<file path="src/rtl/logic_unit_arbiter.sv">
// rtl/logic_unit_arbiter.sv - round-robin arbiter sharing one registered bitwise logic unit
// Optional op_count response counter: define LOGIC_UNIT_ARBITER_STATS_EN.

module logic_unit_arbiter #(
    parameter int NUM_REQ = 4,
    parameter int WIDTH   = 8
) (
    input  logic                     clk,
    input  logic                     rst,
    input  logic [NUM_REQ-1:0]       req_valid,
    output logic [NUM_REQ-1:0]       req_ready,
    input  logic [3*NUM_REQ-1:0]     req_op,
    input  logic [WIDTH*NUM_REQ-1:0] req_a,
    input  logic [WIDTH*NUM_REQ-1:0] req_b,
    output logic                     rsp_valid,
    input  logic                     rsp_ready,
    output logic [2:0]               rsp_id,
    output logic [WIDTH-1:0]         rsp_data,
`ifdef LOGIC_UNIT_ARBITER_STATS_EN
    output logic [15:0]              op_count,
`endif
    output logic                     rsp_err
);

    localparam int PW = $clog2(NUM_REQ);

    typedef enum logic [1:0] {
        IDLE = 2'd0,
        EXEC = 2'd1,
        RESP = 2'd2
    } state_t;

    state_t state_q;
    state_t state_d;

    logic [PW-1:0]    ptr;
    logic [PW-1:0]    id_q;
    logic [2:0]       op_q;
    logic [WIDTH-1:0] a_q;
    logic [WIDTH-1:0] b_q;

    logic             grant_found;
    logic [PW-1:0]    grant_idx;
    logic             accept;
    logic             handshake;
    logic [WIDTH-1:0] lu_result;
    logic             lu_err;

    logic [2:0]       op_arr [NUM_REQ];
    logic [WIDTH-1:0] a_arr  [NUM_REQ];
    logic [WIDTH-1:0] b_arr  [NUM_REQ];

    genvar g;
    for (g = 0; g < NUM_REQ; g++) begin : g_unpack
        assign op_arr[g] = req_op[3*g +: 3];
        assign a_arr[g]  = req_a[WIDTH*g +: WIDTH];
        assign b_arr[g]  = req_b[WIDTH*g +: WIDTH];
    end

    logic_unit_rr_pick #(
        .N  (NUM_REQ),
        .PW (PW)
    ) u_pick (
        .valid (req_valid),
        .ptr   (ptr),
        .found (grant_found),
        .idx   (grant_idx)
    );

    logic_unit_core #(
        .WIDTH (WIDTH)
    ) u_core (
        .op     (op_q),
        .a      (a_q),
        .b      (b_q),
        .result (lu_result),
        .err    (lu_err)
    );

    assign accept    = (state_q == IDLE) && grant_found;
    assign handshake = (state_q == RESP) && rsp_ready;
    assign rsp_id    = 3'(id_q);

    always_ff @(posedge clk or posedge rst) begin
        if (rst) begin
            state_q <= IDLE;
        end else begin
            state_q <= state_d;
        end
    end

    always_comb begin
        state_d = state_q;
        unique case (state_q)
            IDLE:    if (grant_found) state_d = EXEC;
            EXEC:    state_d = RESP;
            RESP:    if (rsp_ready) state_d = IDLE;
            default: state_d = IDLE;
        endcase
    end

    always_comb begin
        req_ready = '0;
        rsp_valid = 1'b0;
        if (state_q == IDLE && grant_found) begin
            req_ready[grant_idx] = 1'b1;
        end
        if (state_q == RESP) begin
            rsp_valid = 1'b1;
        end
    end

    // Operands are captured at grant so requesters may change their inputs afterwards.
    always_ff @(posedge clk or posedge rst) begin
        if (rst) begin
            op_q     <= '0;
            a_q      <= '0;
            b_q      <= '0;
            id_q     <= '0;
            ptr      <= '0;
            rsp_data <= '0;
            rsp_err  <= 1'b0;
        end else begin
            if (accept) begin
                op_q <= op_arr[grant_idx];
                a_q  <= a_arr[grant_idx];
                b_q  <= b_arr[grant_idx];
                id_q <= grant_idx;
            end
            if (state_q == EXEC) begin
                rsp_data <= lu_result;
                rsp_err  <= lu_err;
            end
            if (handshake) begin
                ptr <= (id_q == PW'(NUM_REQ - 1)) ? '0 : id_q + 1'b1;
            end
        end
    end

`ifdef LOGIC_UNIT_ARBITER_STATS_EN
    always_ff @(posedge clk or posedge rst) begin
        if (rst) begin
            op_count <= '0;
        end else if (handshake) begin
            op_count <= op_count + 16'd1;
        end
    end
`endif

endmodule

module logic_unit_rr_pick #(
    parameter int N  = 4,
    parameter int PW = 2
) (
    input  logic [N-1:0]  valid,
    input  logic [PW-1:0] ptr,
    output logic          found,
    output logic [PW-1:0] idx
);

    logic [PW-1:0] cand;

    // First valid requester at or after ptr, wrapping at N-1.
    always_comb begin
        found = 1'b0;
        idx   = '0;
        cand  = '0;
        for (int k = 0; k < N; k++) begin
            cand = PW'((int'(ptr) + k) % N);
            if (!found && valid[cand]) begin
                found = 1'b1;
                idx   = cand;
            end
        end
    end

endmodule

module logic_unit_core #(
    parameter int WIDTH = 8
) (
    input  logic [2:0]       op,
    input  logic [WIDTH-1:0] a,
    input  logic [WIDTH-1:0] b,
    output logic [WIDTH-1:0] result,
    output logic             err
);

    always_comb begin
        result = '0;
        err    = 1'b0;
        unique case (op)
            3'd0: result = a & b;
            3'd1: result = a | b;
            3'd2: result = ~a;
            3'd3: result = ~(a & b);
            3'd4: result = ~(a | b);
            3'd5: result = a ^ b;
            3'd6: result = ~(a ^ b);
            default: err = 1'b1;
        endcase
    end

endmodule
</file>
<file path="config.mk">
export PLATFORM = sky130hd
export DESIGN_NAME = logic_unit_arbiter
export DESIGN_NICKNAME = d
export VERILOG_FILES = /design/src/rtl/logic_unit_arbiter.sv
export SDC_FILE = /design/constraint.sdc
export NUM_CORES = 1
export LEC_CHECK = 0
export ABC_CLOCK_PERIOD_IN_PS = 3100
export BUFFER_PORTS_ARGS = -buffer_cell sky130_fd_sc_hd__buf_2
export CAP_MARGIN = 20
export CORE_MARGIN = 2
export CORE_UTILIZATION = 50
export DETAILED_ROUTE_END_ITERATION = 8
export PLACE_DENSITY = 0.81
export SETUP_SLACK_MARGIN = 0.15
export SLEW_MARGIN = 30
export SYNTH_ARGS = -nofsm -noshare
export SYNTH_HDL_FRONTEND = slang
export SYNTH_HIERARCHICAL = 1
export SYNTH_SLANG_ARGS = --single-unit
</file>
<file path="constraint.sdc">
create_clock -name clk -period 3.1 [get_ports clk]
set_input_delay 0 -clock clk [delete_from_list [all_inputs] [get_ports clk]]
set_output_delay 0 -clock clk [all_outputs]
set_load 0.02 [all_outputs]
</file>
==> results.md <==
* Status: completed
* Post-synthesis async set-or-reset flop share at 100%
* Internal power at 2.07 mW
* Min-Delay Path Class: in2reg
* Via density at 5.40
* Area Overhead vs Synth at 21.6%
* Hold buffers post-CTS at 2
* Max Fclk at 427 MHz
* Number of filler cells placed in the layout at 434
* Skew final at 0.00180 ns
* CTS Buf Count at 5
* Synth Flop Type: dfrtp_1
* DIE WIDTH at 78.1 µm
* Power share of the sequential group at 28.8%
* Starting Density at 52.7%
* Combinational family with the most area after synthesis: multiplexers
* Clock group share of total power at 9.9%
* Clk buf depth at 2
* Pleak at 1.68 nW
* Post-synthesis xor/xnor area fraction at 0%
* Post-synthesis compound-gate area fraction at 5.97%
* Post-synth EDFFs at 0
* Synth Register Bits at 34
* WP buf/inv at 2
* Syn Nets at 321
* Post-Synth Simple-Gate Area at 5.56%
* RSZ-0062 raised after global routing: false
* Psw at 1.32 mW
* Final Hold Vio Count at 0
* Fin. max-slew vios at 0
* Row Count at 26
* Pwr Density at 1010 mW/mm²
* Reg clk slew, reported paths at 0.07 ns
* Setup_tns at 0 ns
* Final GP Congestion at 0.826
* Peak VDD IR at 624 µV
* Sw Ratio at 39.0%
* GRT Total Usage at 19.7%
* # DRC at 0
* Slowest-stage cell, CP: mux4_2
* DR WL/cell at 14.5 µm
* H-tree level count at 2
* Max incr delay on CP at 0.55 ns
* Starting DRT DRC Count at 79
* Register area share after synthesis at 31.0%
* Final min period at 2.34 ns
* Post-Syn Instances at 221
* Adder-cell share of the synthesized area at 7.75%
* Largest net degree at the start of global routing at 35
* Worst setup SP type: flop
* Avg Inst Size Synth at 12.4 µm²
* IO Count at 100
* Clk root buf: clkbuf_8
* Final net count at 416
* Die height at 78.1 µm
* Crit Path Class: reg2reg
* CORE AREA at 0.00520 mm²
* Total congestion overflow at 0
* Slew margin rel. at 62.6%
* Synth Cell Area at 0.00275 mm²
* Logic pwr share at 61.3%
* Data arrival, critical path at 2.50 ns
* CP Capture Type: flop
* Share of cells above drive strength 1 at 54.3%
* Die Footprint at 0.00610 mm²
* Crit-path cells: inv_2 > a221o_1 > a21oi_4 > buf_4 > mux4_2 > mux2_4
* Detail Route Antenna Nets at 0
* Crit-path max FO at 20
* Total iterations of the first detailed-routing run at 4
* Worst-skew pair later-pin latency at 0.28 ns
* Max-cap viol count at 0
* CTS resizes at 0
* CP required at 3.26 ns
* CP delay by family, top: multiplexers
* Ant. Diodes at 0
* Global-route wire length before repair at 9510 µm
* Hold WS at 0.160 ns
* Clock sink count at 34
* Post-synthesis mux area share at 40.1%
* CTS tree: built
* Synth warn at 6
* Initial antenna violation count at 0
* Setup Fix Bufs, Post-CTS at 0
* Final period util at 75.5%
* Vias in the first global route at 2047
* Routed vias at 2089
* Post-DP HPWL at 4530 µm
* IO buf count at 98
* Post-Route WL at 5610 µm
* Final setup viols at 0
* Synth cell types at 40
* Least-Margin Pin Slew at 0.561 ns
-- placed cells by master (no fill, tap or decap), types with 2 or more instances in the layout --
cell type       n
buf_2          98
dfrtp_1        33
inv_1          30
mux2_2         24
mux4_2         21
ha_1           17
mux2_4         12
a21oi_1         9
nor2_1          8
clkbuf_8        6
mux2i_1         6
nand2b_1        5
o21ai_0         5
mux4_1          4
buf_4           4
nand2_1         3
inv_2           2
nor3b_1         2
and3_1          2
dlygate4sd3_1   2
o221ai_1        2
o21a_1          2
-- worst reg2reg max path, delay by kind of cell, from the launching register on --
family	cells	cell delay [ns]
mux	2	0.84
compound gates	2	0.58
buf+inv	2	0.41
flops	1	0.40
-- layout make-up --
cell class | count | area, µm² | area share, %
Timing Repair Buffer | 104 | 541 | 16.2
Sequential cell | 34 | 852 | 25.5
Clock buffer | 7 | 86.3 | 2.59
Multi-Input combinational cell | 139 | 1650 | 49.3
Inverter | 32 | 120 | 3.60
Clock inverter | 1 | 5.00 | 0.150
Tap cell | 70 | 87.6 | 2.62
-- logic make-up after synthesis --
family	after synthesis
buffers and inverters	48
adders and majority gates	17
other	1
DFF	34
AOI/OAI and AO/OA	26
muxes	68
and+or+nand+nor	27
-- cells in the mapped netlist (3+ instances only) --
library cell  count  share of area, %
mux2_2           24               9.8
nand2b_1          5               1.1
mux4_2           21                17
dfrtp_1          34                31
ha_1             17               7.7
nor2_1            8               1.1
buf_2             4              0.73
mux2i_1           6               2.2
o21ai_0           5              0.91
nand2_1           3              0.41
inv_1            30               4.1
a21oi_1          11               2.0
mux2_4           12               6.6
mux4_1            4               3.8
buf_6             4               1.6
-- registers in the layout, indices dropped and copies added, names as in the netlist --
| name | cells |
|---|---|
| ptr | 2 |
| op_q | 3 |
| state_q | 2 |
| b_q | 8 |
| a_q | 8 |
| id_q | 2 |
| rsp_err | 1 |
| rsp_data | 8 |
-- power groups by stage --
stage / Sequential (mW) / Combinational, mW / Clock, mW
2_1_floorplan: 0.919 / 1.81 / 0
3_3_place_gp: 0.972 / 2.00 / 0
3_5_place_dp: 0.991 / 2.08 / 0
4_1_cts: 0.981 / 2.09 / 0.346
5_1_grt: 1.03 / 2.29 / 0.368
6_report: 0.978 / 2.08 / 0.335
-- stage by stage --
step | util (%) | total power, mW | setup WS [ns] | instance area [µm²] | std cells
2_1_floorplan | - | 2.73 | 1.08 | 2750 | 221
3_3_place_gp | 62.0 | 2.97 | 0.828 | 3230 | 377
3_5_place_dp | 62.0 | 3.08 | 0.741 | 3230 | 377
4_1_cts | 64.1 | 3.42 | 0.736 | 3340 | 387
5_1_grt | 64.2 | 3.69 | 0.631 | 3340 | 387
6_report | 64.2 | 3.39 | 0.760 | 3340 | 387
-- layer usage --
metal	vias up	share of wire [%]	global-route usage, %
li1	990	-	-
met1	1015	42	26.3
met2	80	51	33.2
met3	4	5.8	4.14
met4	0	0.71	5.09
met5	-	0	0
-- path summary, 6_finish.rpt --
kind	from	to	depth (start not counted)	slack [ns]
max in group asynchronous	rst	op_q[2]$_DFFE_PP0P_	4	2.41
min	req_a[31]	a_q[7]$_DFFE_PP0P_	3	0.16
min in group asynchronous	rst	rsp_data[3]$_DFFE_PP0N_	4	0.36
max	ptr[0]$_DFFE_PP0P_	b_q[1]$_DFFE_PP0P_	6	0.76
max reg2reg	ptr[0]$_DFFE_PP0P_	b_q[1]$_DFFE_PP0P_	6	0.76
min reg2reg	rsp_data[5]$_DFFE_PP0N_	rsp_data[5]$_DFFE_PP0N_	1	0.50
Power figures use the tool's default switching activity.
